===== src/rtl/spatz_simd_sequencer.sv =====
// SIMD lane sequencer: splits one vector instruction into lane-wide beats,
// drives a combinational lane and streams registered results with byte enables.
package rvv_pkg;
  typedef enum logic [1:0] {
    EW_8,
    EW_16,
    EW_32,
    EW_64
  } vew_e;

  typedef enum logic [3:0] {
    VADD,
    VSUB,
    VMIN,
    VMAX,
    VAND,
    VOR,
    VXOR,
    VSLL,
    VSRL,
    VSRA,
    VMUL
  } op_e;
endpackage

module spatz_simd_sequencer
  import rvv_pkg::*;
#(
  parameter int unsigned LaneWidth = 64,
  parameter int unsigned IdWidth   = 3
) (
  input  logic                   clk_i,
  input  logic                   rst_i,
  input  logic                   issue_valid_i,
  output logic                   issue_ready_o,
  input  op_e                    issue_op_i,
  input  vew_e                   issue_sew_i,
  input  logic                   issue_signed_i,
  input  logic [15:0]            issue_vl_i,
  input  logic [IdWidth-1:0]     issue_id_i,
  input  logic                   opd_valid_i,
  output logic                   opd_ready_o,
  input  logic [LaneWidth-1:0]   opd_s1_i,
  input  logic [LaneWidth-1:0]   opd_s2_i,
  input  logic [LaneWidth-1:0]   opd_d_i,
  output op_e                    lane_op_o,
  output vew_e                   lane_sew_o,
  output logic                   lane_signed_o,
  output logic [LaneWidth-1:0]   lane_s1_o,
  output logic [LaneWidth-1:0]   lane_s2_o,
  output logic [LaneWidth-1:0]   lane_d_o,
  input  logic [LaneWidth-1:0]   lane_result_i,
  output logic                   res_valid_o,
  input  logic                   res_ready_i,
  output logic [LaneWidth-1:0]   res_data_o,
  output logic [LaneWidth/8-1:0] res_be_o,
  output logic                   res_last_o,
  output logic [IdWidth-1:0]     res_id_o,
  output logic                   done_o,
  output logic [IdWidth-1:0]     done_id_o,
  output logic                   busy_o
);

  localparam int unsigned BeW = LaneWidth / 8;
  localparam logic [18:0] BeatBytes = 19'(BeW);

  typedef enum logic [1:0] {
    IDLE,
    RUN,
    DRAIN
  } state_e;

  state_e               state_q, state_d;
  logic [18:0]          rem_q, rem_d;
  op_e                  op_q, op_d;
  vew_e                 sew_q, sew_d;
  logic                 signed_q, signed_d;
  logic [IdWidth-1:0]   id_q, id_d;
  logic                 res_valid_q, res_valid_d;
  logic [LaneWidth-1:0] res_data_q, res_data_d;
  logic [BeW-1:0]       res_be_q, res_be_d;
  logic                 res_last_q, res_last_d;
  logic [IdWidth-1:0]   res_id_q, res_id_d;
  logic                 done_q, done_d;
  logic [IdWidth-1:0]   done_id_q, done_id_d;

  logic           issue_hs, opd_hs, res_hs;
  logic           beat_last, drain_done;
  logic [BeW-1:0] be_tail;

  assign issue_ready_o = (state_q == IDLE);
  assign opd_ready_o   = (state_q == RUN) && (!res_valid_q || res_ready_i);
  assign busy_o        = (state_q != IDLE);

  assign issue_hs = issue_valid_i && issue_ready_o;
  assign opd_hs   = opd_valid_i && opd_ready_o;
  assign res_hs   = res_valid_q && res_ready_i;

  assign lane_op_o     = op_q;
  assign lane_sew_o    = sew_q;
  assign lane_signed_o = signed_q;
  assign lane_s1_o     = opd_s1_i;
  assign lane_s2_o     = opd_s2_i;
  assign lane_d_o      = opd_d_i;

  assign beat_last = (rem_q <= BeatBytes);

  always_comb begin
    for (int i = 0; i < BeW; i++) begin
      be_tail[i] = (19'(i) < rem_q);
    end
  end

  always_comb begin
    state_d     = state_q;
    rem_d       = rem_q;
    op_d        = op_q;
    sew_d       = sew_q;
    signed_d    = signed_q;
    id_d        = id_q;
    res_valid_d = res_valid_q;
    res_data_d  = res_data_q;
    res_be_d    = res_be_q;
    res_last_d  = res_last_q;
    res_id_d    = res_id_q;
    done_d      = 1'b0;
    done_id_d   = done_id_q;
    drain_done  = 1'b0;

    if (res_hs) res_valid_d = 1'b0;

    unique case (state_q)
      IDLE: begin
        if (issue_hs) begin
          op_d     = issue_op_i;
          sew_d    = issue_sew_i;
          signed_d = issue_signed_i;
          id_d     = issue_id_i;
          rem_d    = {3'b000, issue_vl_i} << issue_sew_i;
          if (issue_vl_i == 16'd0) begin
            done_d    = 1'b1;
            done_id_d = issue_id_i;
          end else begin
            state_d = RUN;
          end
        end
      end
      RUN: begin
        if (opd_hs) begin
          res_valid_d = 1'b1;
          res_data_d  = lane_result_i;
          res_be_d    = beat_last ? be_tail : '1;
          res_last_d  = beat_last;
          res_id_d    = id_q;
          rem_d       = rem_q - (beat_last ? rem_q : BeatBytes);
          if (beat_last) state_d = DRAIN;
        end
      end
      DRAIN: begin
        // Completion is reported in the same cycle the last beat leaves.
        if (res_hs && res_last_q) begin
          state_d    = IDLE;
          drain_done = 1'b1;
        end
      end
      default: state_d = IDLE;
    endcase
  end

  always_ff @(posedge clk_i) begin
    if (rst_i) begin
      state_q     <= IDLE;
      rem_q       <= '0;
      op_q        <= VADD;
      sew_q       <= EW_8;
      signed_q    <= 1'b0;
      id_q        <= '0;
      res_valid_q <= 1'b0;
      res_data_q  <= '0;
      res_be_q    <= '0;
      res_last_q  <= 1'b0;
      res_id_q    <= '0;
      done_q      <= 1'b0;
      done_id_q   <= '0;
    end else begin
      state_q     <= state_d;
      rem_q       <= rem_d;
      op_q        <= op_d;
      sew_q       <= sew_d;
      signed_q    <= signed_d;
      id_q        <= id_d;
      res_valid_q <= res_valid_d;
      res_data_q  <= res_data_d;
      res_be_q    <= res_be_d;
      res_last_q  <= res_last_d;
      res_id_q    <= res_id_d;
      done_q      <= done_d;
      done_id_q   <= done_id_d;
    end
  end

  assign res_valid_o = res_valid_q;
  assign res_data_o  = res_data_q;
  assign res_be_o    = res_be_q;
  assign res_last_o  = res_last_q;
  assign res_id_o    = res_id_q;
  assign done_o      = done_q | drain_done;
  assign done_id_o   = drain_done ? id_q : done_id_q;

endmodule


===== config.mk =====
export PLATFORM = sky130hd
export DESIGN_NAME = spatz_simd_sequencer
export DESIGN_NICKNAME = d
export VERILOG_FILES = /design/src/rtl/spatz_simd_sequencer.sv
export SDC_FILE = /design/constraint.sdc
export NUM_CORES = 1
export LEC_CHECK = 0
export ABC_AREA = 1
export CORE_AREA = 2 2 224 226
export DETAILED_ROUTE_END_ITERATION = 12
export DIE_AREA = 0 0 226 228
export GPL_TIMING_DRIVEN = 0
export HOLD_SLACK_MARGIN = 0.03
export SLEW_MARGIN = 25
export SYNTH_ARGS = -nofsm -noshare
export SYNTH_HDL_FRONTEND = slang
export SYNTH_SLANG_ARGS = --single-unit

===== constraint.sdc =====
create_clock -name clk_i -period 4.9 [get_ports clk_i]
set_input_delay 0.735 -clock clk_i [delete_from_list [all_inputs] [get_ports clk_i]]
set_output_delay 0.735 -clock clk_i [all_outputs]
set_load 0.05 [all_outputs]

==> results of run 1 <==
layer usage:
metal	global-route usage	share of wire	vias up
met5	0	0	-
met4	0.03601	0.019	0
met3	0.03606	0.090	26
met2	0.1741	0.49	327
met1	0.1168	0.41	3138
li1	-	-	3452
metrics by stage:
stage	setup WS, ns	hold WS [ns]	utilization	power [mW]	cell area (um2)
2_1_floorplan	2.152	0.4375	-	1.933	6432
3_3_place_gp	0.7723	0.4558	0.2236	2.383	11040
3_5_place_dp	0.7750	0.4575	0.2236	2.394	11040
4_1_cts	0.7675	0.4698	0.2293	3.163	11320
5_1_grt	0.6540	0.4853	0.2293	3.273	11320
6_report	0.9970	0.4674	0.2293	3.112	11320
worst max-delay path, delay by kind of cell:
kind                   cells  cell delay, ns
buffers and inverters      2            1.36
AOI/OAI and AO/OA          1            0.13
and+or+nand+nor            3            0.94
cell usage after synthesis, drive strengths merged, types with 2 or more instances:
master,number
a211oi,3
a21oi,33
a221oi,8
a22oi,4
a31oi,6
buf,210
clkbuf,23
dfxtp,112
inv,53
nand2,82
nand3,27
nand4,7
nor2,185
nor3,6
o21a,2
o21ai,113
or2,3
xor2,3
cell families (layout without fill, tap and decap cells):
| kind of cell | after synthesis | count (layout) | share of synthesized area |
|---|---|---|---|
| buffers and inverters | 286 | 677 | 0.2859 |
| and+or+nand+nor | 312 | 312 | 0.2050 |
| xor gates and xnor gates | 4 | 4 | 0.005447 |
| AOI/OAI and AO/OA | 175 | 175 | 0.1509 |
| muxes | 1 | 1 | 0.001556 |
| other | 1 | 1 | 0.0005830 |
| DFF | 112 | 112 | 0.3486 |
| adders and majority gates | 1 | 1 | 0.001945 |
area by class of cell:
type	count	area (um2)	area share
Timing Repair Buffer	376	3764	0.3325
Multi-Input combinational cell	494	2351	0.2077
Sequential cell	112	2242	0.1981
Buffer	233	1640	0.1449
Tap cell	672	840.8	0.07429
Clock buffer	11	252.7	0.02233
Inverter	53	198.9	0.01758
Clock inverter	4	28.78	0.002543
flip-flops by register name (all words and copies together) (netlist names):
signal and cells:
done_id_q 3, done_q 1, id_q 3, lane_op_o 4, lane_sew_o 2, lane_signed_o 1, rem_q 19, res_be_o 8
res_data_o 64, res_id_o 3, res_last_o 1, res_valid_o 1, state_q 2
worst paths after layout:
| path | startpoint | end | slack (ns) | depth (start not counted) |
|---|---|---|---|---|
| min | done_id_q[1] | done_id_q[1] | 0.47 | 2 |
| max | res_ready_i | done_id_o[2] | 1.0 | 6 |
| max reg2reg | state_q[1] | rem_q[2] | 2.43 | 7 |
| min reg2reg | done_id_q[1] | done_id_q[1] | 0.47 | 2 |
power groups by stage:
| stage | sequential (mW) | clock (mW) | combinational [mW] |
|---|---|---|---|
| finish | 1.03 | 0.747 | 1.34 |
| global route | 1.04 | 0.819 | 1.41 |
| CTS | 1.03 | 0.787 | 1.35 |
| detailed placement | 1.05 | 0 | 1.34 |
| global placement | 1.05 | 0 | 1.34 |
| floorplan | 1.21 | 0 | 0.722 |
==> summary.md, run 1 <==
| Metric | Value |
|---|---|
| Total number of vias | `6,943` |
| Register bit count reported by yosys | `approximately 110` |
| Synth top area share | `0.3486` |
| Yosys Warn Count | `0` |
| Clock period minus worst slack | `3.903 ns` |
| Total Die Area | `a little over 0.05 mm2` |
| Remaining Overflow, GRT | `0` |
| Final max-slew violation count | `0` |
| Unique masters post-synth | `43` |
| Total track usage | `0.1020` |
| Top-Level Pins | `570` |
| Root buffer cell | `sky130_fd_sc_hd__clkbuf_16` |
| Arrival time worst endpoint | `roughly 3.2 ns` |
| Power share of the sequential group | `0.330` |
| Floorplan core area | `just under 0.05 mm2` |
| Setup total negative slack | `0 ns` |
| Initial core utilization | `0.1303` |
| Layout Area Growth over Synthesis | `75.96%` |
| Total wire length after detailed routing | `27.48 mm` |
| Net Sw Frac | `0.4049` |
| Count of input and output buffers | `about 380` |
| Stage delay of the slowest cell on the critical path | `between 0.8 and 0.9 ns` |
| Non-filler cells in the finished layout | `about 2,000` |
| Number of buffers added for setup after CTS | `0` |
| Critical path, cell by cell | `clkdlybuf4s50_1 > nand3_1 > nor3_1 > nand2_1 > o21ai_0 > clkdlybuf4s50_1` |
| Top post-synthesis cells by area | `sky130_fd_sc_hd__dfxtp_1, sky130_fd_sc_hd__buf_4, sky130_fd_sc_hd__nor2_1` |
| Setup-violating endpoint count in the final report | `0` |
| Leakage component of the power | `4.552 nW` |
| Power Dens Cells | `about 270 mW/mm2` |
| Hold-fix buffers, CTS | `0` |
| Post-synth top area cell | `sky130_fd_sc_hd__dfxtp_1` |
| Endpoint kind of the worst setup timing path | `primary output` |
| Number of synthesized flops with an enable pin | `0` |
| Type of the setup path with the least slack | `input pin to primary output` |
| Area of the mapped netlist | `approximately 0.0064 mm2` |
| Clock Skew | `about 0.0067 ns` |
| Ys flop type | `sky130_fd_sc_hd__dfxtp_1` |
| TritonCTS clock tree | `built` |
| Clock Power Share | `0.240` |
| Most frequent cells in the layout | `sky130_fd_sc_hd__clkdlybuf4s50_1, sky130_fd_sc_hd__buf_4, sky130_fd_sc_hd__nor2_1` |
| Die outline width | `between 200 and 250 um` |
| Fraction of synthesis flops using an asynchronous set or reset pin | `0` |
| Achievable frequency | `256.2 MHz` |
| Number of filler cells placed in the layout | `about 5,400` |
| Initial antenna violation count | `0` |
| Routed length per placed instance | `14.06 um` |
| Worst slew margin relative to its limit | `0.4513` |
| Required time of the worst setup path | `4.16 ns` |
| Global-route wire length before repair | `39.53 mm` |
| Internal power contribution | `approximately 1.9 mW` |
| Path type of the worst min-delay path | `register to register` |
| Nets | `1,567` |
| Avg Cell Area, Syn | `7.211 um2` |
| DRC errors left | `0` |
| Hpwl dp | `between 20 and 25 mm` |
| Share of final-layout standard cells stronger than drive strength 1 | `0.1949` |
| Count of mapped cells out of synthesis | `892` |
| Sequential cell area fraction in the yosys report | `0.3486` |
| Peak supply drop | `around 0.00015 V` |
| Maximum net fanout on the critical path | `6` |
| Avg Vias per Cell | `3.551` |
| Clock transition at path regs | `roughly 0.070 ns` |
| Switching power summed over all nets | `around 1.3 mW` |
| Total count of hold-check failures in the final report | `0` |
| Worst-skew pair later-pin latency | `approximately 0.38 ns` |
| CTS buffer count | `9` |
| Post-Syn Nets | `1,180` |
| Final estimated routing congestion in global placement | `around 0.85` |
| Via count of the first global-routing pass | `around 6,800` |
| Combinational share of power | `0.430` |
| Post-route clock period utilization | `0.7965` |
| Number of antenna diodes | `0` |
| Post-cts repair resize count | `0` |
| CTS H-tree depth | `3` |
| Crit-path most repeated cell | `sky130_fd_sc_hd__clkdlybuf4s50_1` |
| Number of placement rows | `82` |
| Startpoint types | `input pin` |
| Slowest-stage cell, CP | `sky130_fd_sc_hd__clkdlybuf4s50_1` |
| Vertical die dimension | `around 230 um` |
| Least-Margin Pin Slew | `a little over 0.8 ns` |
| Total clock sinks | `112` |
| Unrepaired setup endpoints after global routing | `false` |
| Number of placed cells counting well taps | `1,940` |
| Iteration-0 DRC count of the detailed router | `between 200 and 300` |
| Pin count of the biggest net entering global routing | `18` |
| Post-route ant nets | `0` |
| Commonest non-fill, non-tap cell in the layout | `sky130_fd_sc_hd__clkdlybuf4s50_1` |
| Outcome | `finished clean` |
| Maximum capacitance violations | `0` |
| Buffer depth of the longest clock path | `2` |
| DR pass1 iterations | `7` |
Note: power is estimated with default switching activity, not from simulation.
==> inputs of run 2 (changes only) <==
clock period = 3.7 ns   (was 4.9 ns; I/O delays follow)
==> run 2 against run 1 <==
Against the previous run:
- first-iteration DRC count stayed put
- flip-flop and latch count stayed put
- clock power is 32% higher
- global-route usage stayed put
- worst setup slack worse by 0.58 ns
- clock skew hardly changed
- design area hardly changed
- utilization hardly changed
- non-clock buffer count stayed put
- power is 32% higher
- largest cell class unchanged
==> summary.md, run 2 (synthesis gave the netlist of run 1 again) <==
| Metric | Value |
|---|---|
| Final max-slew violation count | `0` |
| Reg-to-reg slack, setup | `approximately 1.2 ns` |
| Iteration-0 DRC count of the detailed router | `about 270` |
| Post-route total power | `about 4.1 mW` |
| Setup-violating endpoint count in the final report | `0` |
| Placed standard-cell area | `between 0.01 and 0.015 mm2` |
| Switching power summed over all nets | `1.669 mW` |
| Global-route wire length before repair | `between 30 and 40 mm` |
| Outcome | `finished clean` |
| Number of cells on the critical path | `6` |
| Commonest non-fill, non-tap cell in the layout | `sky130_fd_sc_hd__clkdlybuf4s50_1` |
| Maximum net fanout on the critical path | `6` |
| Number of antenna diodes | `0` |
| Total wire length after detailed routing | `about 27 mm` |
| Via count of the first global-routing pass | `a little under 7,000` |
| Buffer depth of the longest clock path | `2` |
| Critical register-to-register path endpoint | `rem_q[2]` |
| Delay-heaviest family, CP | `buffers and inverters` |
| DRC errors left | `0` |
| Total count of hold-check failures in the final report | `0` |
| Most frequent cells in the layout | `sky130_fd_sc_hd__clkdlybuf4s50_1, sky130_fd_sc_hd__buf_4, sky130_fd_sc_hd__nor2_1` |
| Net Sw Frac | `0.4049` |
| Number of cells on the worst reg-to-reg path | `7` |
| Endpoint kind of the worst setup timing path | `primary output` |
| Initial antenna violation count | `0` |
| Number of placement rows | `82` |
| Required time of the worst setup path | `roughly 3.1 ns` |
| Least-Margin Pin Slew | `about 0.75 ns` |
| Share of final-layout standard cells stronger than drive strength 1 | `0.1956` |
| Achievable frequency | `~300 MHz` |
| Power share of the sequential group | `0.330` |
| Stage delay of the slowest cell on the critical path | `roughly 0.87 ns` |
| Worst flop-to-flop path startpoint | `state_q[0]` |
| Multi-input gate area | `~0.0024 mm2` |
| Routed length per placed instance | `roughly 14 um` |
| Clock transition at path regs | `~0.070 ns` |
| Pin count of the biggest net entering global routing | `18` |
| Max reg flops | `64` |
| Maximum capacitance violations | `0` |
| Number of filler cells placed in the layout | `5,350` |
| Worst-skew pair later-pin latency | `roughly 0.38 ns` |
| Buf/Inv on CP | `2` |
| Vertical die dimension | `228 um` |
| Slowest-stage cell, CP | `sky130_fd_sc_hd__clkdlybuf4s50_1` |
| Share of the core filled with cells | `0.2295` |
| Start point of the critical path | `res_ready_i` |
| Initial core utilization | `0.1303` |
| Peak supply drop | `approximately 0.00020 V` |
| Cell area after layout | `roughly 0.011 mm2` |
| Capturing element of the worst setup path | `done_id_o[2]` |
| Worst slew margin relative to its limit | `0.5010` |
| Crit-path most repeated cell | `sky130_fd_sc_hd__clkdlybuf4s50_1` |
| Avg Vias per Cell | `between 3 and 4` |
| Floorplan core area | `around 0.049 mm2` |
| Root buffer cell | `sky130_fd_sc_hd__clkbuf_16` |
| Power Dens Cells | `roughly 360 mW/mm2` |
| Leakage component of the power | `4.552 nW` |
| Startpoint types | `input pin` |
| DR pass1 iterations | `7` |
| Critical path, cell by cell | `clkdlybuf4s50_1 > nand3_1 > nor3_2 > nand2_1 > o21ai_0 > clkdlybuf4s50_1` |
| Post-route clock period utilization | `0.8869` |
| Type of the setup path with the least slack | `input pin to primary output` |
| Clock period minus worst slack | `around 3.3 ns` |
| Unrepaired setup endpoints after global routing | `false` |
| Hpwl dp | `approximately 23 mm` |
| Clock Skew | `0.006711 ns` |
| Nets | `1,567` |
| Path type of the worst min-delay path | `register to register` |
| CTS H-tree depth | `3` |
| Count of input and output buffers | `around 380` |
| Clock Power Share | `0.240` |
| TritonCTS clock tree | `built` |
| Total clock sinks | `~110` |
| Remaining Overflow, GRT | `0` |
| Area taken by flip-flops and latches | `approximately 0.0022 mm2` |
| Layout Area Growth over Synthesis | `76.04%` |
| Setup total negative slack | `0 ns` |
| Die outline width | `~230 um` |
| Top-Level Pins | `570` |
| Start point of the worst min-delay path | `done_id_q[1]` |
| Arrival time worst endpoint | `2.73 ns` |
| CTS buffer count | `9` |
| Number of buffers added for setup after CTS | `0` |
| Post-route ant nets | `0` |
| Final estimated routing congestion in global placement | `0.8477` |
| Total number of vias | `around 6,900` |
| Combinational share of power | `0.430` |
| Total Die Area | `~0.052 mm2` |
| Total track usage | `0.1020` |
| Internal power contribution | `2.452 mW` |
[run 2: what timing repair did]
| action | 4_1_cts | 5_1_grt |
|---|---|---|
| hold buffers | 0 | 0 |
| gates resized for setup | 1 | 0 |
| endpoints found under the setup margin | 3 | 0 |
[run 2: area by class of cell]
| class | count | area share |
|---|---|---|
| clock inverters | 4 | 0.002541 |
| clock buffers | 11 | 0.02232 |
| inverters | 53 | 0.01757 |
| multi-input cells | 494 | 0.2081 |
| plain buffers | 233 | 0.1449 |
| well taps | 672 | 0.07425 |
| flip-flops and latches | 112 | 0.1980 |
| repair buffers | 376 | 0.3324 |
[run 2: worst min path at each step]
stage                              end  cells after the start  slack, ns
after floorplan           done_id_q[2]                      2       0.44
after CTS                 done_id_q[1]                      2       0.47
after detailed placement  done_id_q[1]                      2       0.46
after global placement    done_id_q[2]                      2       0.46
after global routing      done_id_q[1]                      2       0.49
final                     done_id_q[1]                      2       0.47
[run 2: worst reg2reg max path: cells and delay by family, from the launching register on]
kind                   cells  cell delay [ns]
buffers and inverters      2             0.37
and+or+nand+nor            3             1.04
AOI/OAI and AO/OA          2             0.61
DFF                        1             0.33
[run 2: power groups by stage]
stage / combinational (mW) / clock [mW] / sequential [mW]
after floorplan: 0.956 / 0 / 1.60
after global placement: 1.77 / 0 / 1.39
after detailed placement: 1.78 / 0 / 1.39
after CTS: 1.79 / 1.04 / 1.36
after global routing: 1.87 / 1.09 / 1.38
final: 1.77 / 0.989 / 1.36
[run 2: per-stage QoR]
stage          setup WS (ns)  cells  hold WS (ns)
3_5_place_dp        -0.06501   1940        0.4575
5_1_grt               0.1700   1955        0.4853
3_3_place_gp        -0.06769   1940        0.4558
4_1_cts               0.2630   1955        0.4698
2_1_floorplan          1.202    892        0.4375
6_report              0.4186   1955        0.4674
[run 2: layer usage]
layer	vias up	track usage	part of all wire
met5	-	0	0
met4	0	0.03601	0.019
met3	26	0.03606	0.090
met2	327	0.1741	0.49
met1	3140	0.1168	0.41
li1	3452	-	-
==> inputs of run 3 (changes only) <==
GPL_ROUTABILITY_DRIVEN = 0   (was default)
clock period = 3.6 ns   (was 3.7 ns; I/O delays follow)
==> run 3 against run 2 <==
Against the previous run:
- power rose by 3.3%
- cell count barely moved
- clock power rose by 5%
- utilization barely moved
- worst setup slack got worse by 0.15 ns
- hold slack barely moved
- highest routed layer unchanged
==> summary.md, run 3 (synthesis gave the netlist of run 1 again) <==
| Metric | Value |
|---|---|
| Remaining Overflow, GRT | `0` |
| Area taken by flip-flops and latches | `0.002242 mm2` |
| Hold-fix buffers, CTS | `0` |
| Delay-heaviest family, CP | `buffers and inverters` |
| Total track usage | `0.1006` |
| Number of filler cells placed in the layout | `between 5,000 and 6,000` |
| Global-route wire length before repair | `around 39 mm` |
| Post-route clock period utilization | `0.9264` |
| Startpoint types | `input pin` |
| Root buffer cell | `sky130_fd_sc_hd__clkbuf_16` |
| Buffer depth of the longest clock path | `2` |
| Stage delay of the slowest cell on the critical path | `0.87 ns` |
| Nets | `1,567` |
| Peak supply drop | `around 0.00021 V` |
| Initial antenna violation count | `0` |
| Leakage component of the power | `between 4 and 5 nW` |
| Total count of hold-check failures in the final report | `0` |
| Total clock sinks | `112` |
| Final max-slew violation count | `0` |
| Die outline width | `226 um` |
| Max reg flops | `64` |
| Initial core utilization | `0.1303` |
| Count of input and output buffers | `between 300 and 400` |
| Cell area after layout | `around 0.011 mm2` |
| Maximum net fanout on the critical path | `6` |
| Placed standard-cell area | `roughly 0.011 mm2` |
| DR pass1 iterations | `4` |
| Hold worst-path end | `done_id_q[0]` |
| Maximum capacitance violations | `0` |
| Iteration-0 DRC count of the detailed router | `310` |
| Share of final-layout standard cells stronger than drive strength 1 | `0.1963` |
| Unrepaired setup endpoints after global routing | `false` |
| Post-cts repair resize count | `1` |
| Routed length per placed instance | `between 10 and 15 um` |
| Arrival time worst endpoint | `~2.8 ns` |
| Setup-violating endpoint count in the final report | `0` |
| Number of cells on the worst reg-to-reg path | `7` |
| Commonest non-fill, non-tap cell in the layout | `sky130_fd_sc_hd__clkdlybuf4s50_1` |
| Pin count of the biggest net entering global routing | `20` |
| Clock transition at path regs | `around 0.08 ns` |
| Number of antenna diodes | `0` |
| DRC errors left | `0` |
| Start point of the worst min-delay path | `done_id_q[0]` |
| Required time of the worst setup path | `between 3 and 4 ns` |
| Endpoint kind of the worst setup timing path | `primary output` |
| Floorplan core area | `slightly below 0.05 mm2` |
| Crit-path most repeated cell | `sky130_fd_sc_hd__clkdlybuf4s50_1` |
| Total wire length after detailed routing | `27.38 mm` |
| Critical path, cell by cell | `clkdlybuf4s50_1 > nand3_1 > nor3_2 > nand2_1 > o21ai_0 > clkdlybuf4s50_1` |
| Worst slew margin relative to its limit | `0.5155` |
| Avg Vias per Cell | `about 3.6` |
| Post-route ant nets | `0` |
| Total number of vias | `approximately 7,000` |
| Multi-input gate area | `~0.0024 mm2` |
| Layout Area Growth over Synthesis | `76.17%` |
| Most frequent cells in the layout | `sky130_fd_sc_hd__clkdlybuf4s50_1, sky130_fd_sc_hd__buf_4, sky130_fd_sc_hd__nor2_1` |
| Worst Hold Path Cells | `2` |
| Path type of the worst min-delay path | `register to register` |
| Type of the setup path with the least slack | `input pin to primary output` |
| Clock period minus worst slack | `about 3.3 ns` |
| Number of cells on the critical path | `6` |
| Number of placement rows | `82` |
| CTS buffer count | `9` |
| TritonCTS clock tree | `built` |
| Clock Skew | `0.01012 ns` |
| Worst flop-to-flop path startpoint | `state_q[0]` |
| Critical register-to-register path endpoint | `rem_q[2]` |
| Achievable frequency | `299.8 MHz` |
| Total Die Area | `0.05153 mm2` |
| Outcome | `finished clean` |
| Reg-to-reg slack, setup | `around 1.1 ns` |
| CTS H-tree depth | `3` |
| Worst Hold Margin | `~0.47 ns` |
| Via count of the first global-routing pass | `around 6,700` |
| Number of buffers added for setup after CTS | `0` |
| Hpwl dp | `about 23 mm` |
| Worst-skew pair later-pin latency | `roughly 0.38 ns` |
| Slowest-stage cell, CP | `sky130_fd_sc_hd__clkdlybuf4s50_1` |
| Top-Level Pins | `570` |
| Buf/Inv on CP | `2` |
| Vertical die dimension | `around 230 um` |
| Power Dens Cells | `roughly 380 mW/mm2` |
| Least-Margin Pin Slew | `between 0.7 and 0.8 ns` |
-- run 3: changes by cell type in the layout (fill, tap and decap cells not counted), sizes merged --
cell      previous run  this run
clkbuf              34        33
clkinvlp             2         3
inv                 54        55
-- run 3: final cells by class --
class | instances | area share
multi-input cells | 494 | 0.2079
clock buffers | 10 | 0.02109
plain buffers | 233 | 0.1447
flip-flops and latches | 112 | 0.1979
inverters | 53 | 0.01756
repair buffers | 376 | 0.3321
clock inverters | 6 | 0.004527
well taps | 672 | 0.07420
-- run 3: worst max path at each step --
stage / from / to / slack, ns
5_1_grt: res_ready_i / done_o / 0.11
3_5_place_dp: res_ready_i / done_o / -0.14
4_1_cts: res_ready_i / done_o / 0.19
3_3_place_gp: res_ready_i / done_o / -0.12
6_report: res_ready_i / done_id_o[2] / 0.26
2_1_floorplan: state_q[0] / rem_q[15] / 1.10
-- run 3: where the power goes --
group / total, mW / switching, mW / internal (mW)
logic: 1.82 / 1.14 / 0.681
clock network: 1.04 / 0.539 / 0.498
registers: 1.40 / 0.0656 / 1.33
-- run 3: metal layers --
layer	vias up	GRT usage	share of wire
met5	-	0	0
met1	3147	0.1166	0.41
met3	27	0.03310	0.087
met4	0	0.03684	0.020
met2	361	0.1713	0.48
li1	3450	-	-
-- run 3: worst min-delay path, delay by kind of cell, from the launching register on --
family	cells	cell delay, ns
compound gates	1	0.05
flops	1	0.32
simple gates	1	0.06
-- run 3: through the flow --
stage	setup TNS (ns)	util	total power, mW	cells	setup slack (ns)
after global placement	-0.3192	0.2236	3.240	1940	-0.1203
after CTS	0	0.2296	4.337	1956	0.1902
after global routing	0	0.2296	4.475	1956	0.1086
after detailed placement	-0.3769	0.2236	3.255	1940	-0.1372
after floorplan	0	-	2.631	892	1.102
final	0	0.2296	4.257	1956	0.2649
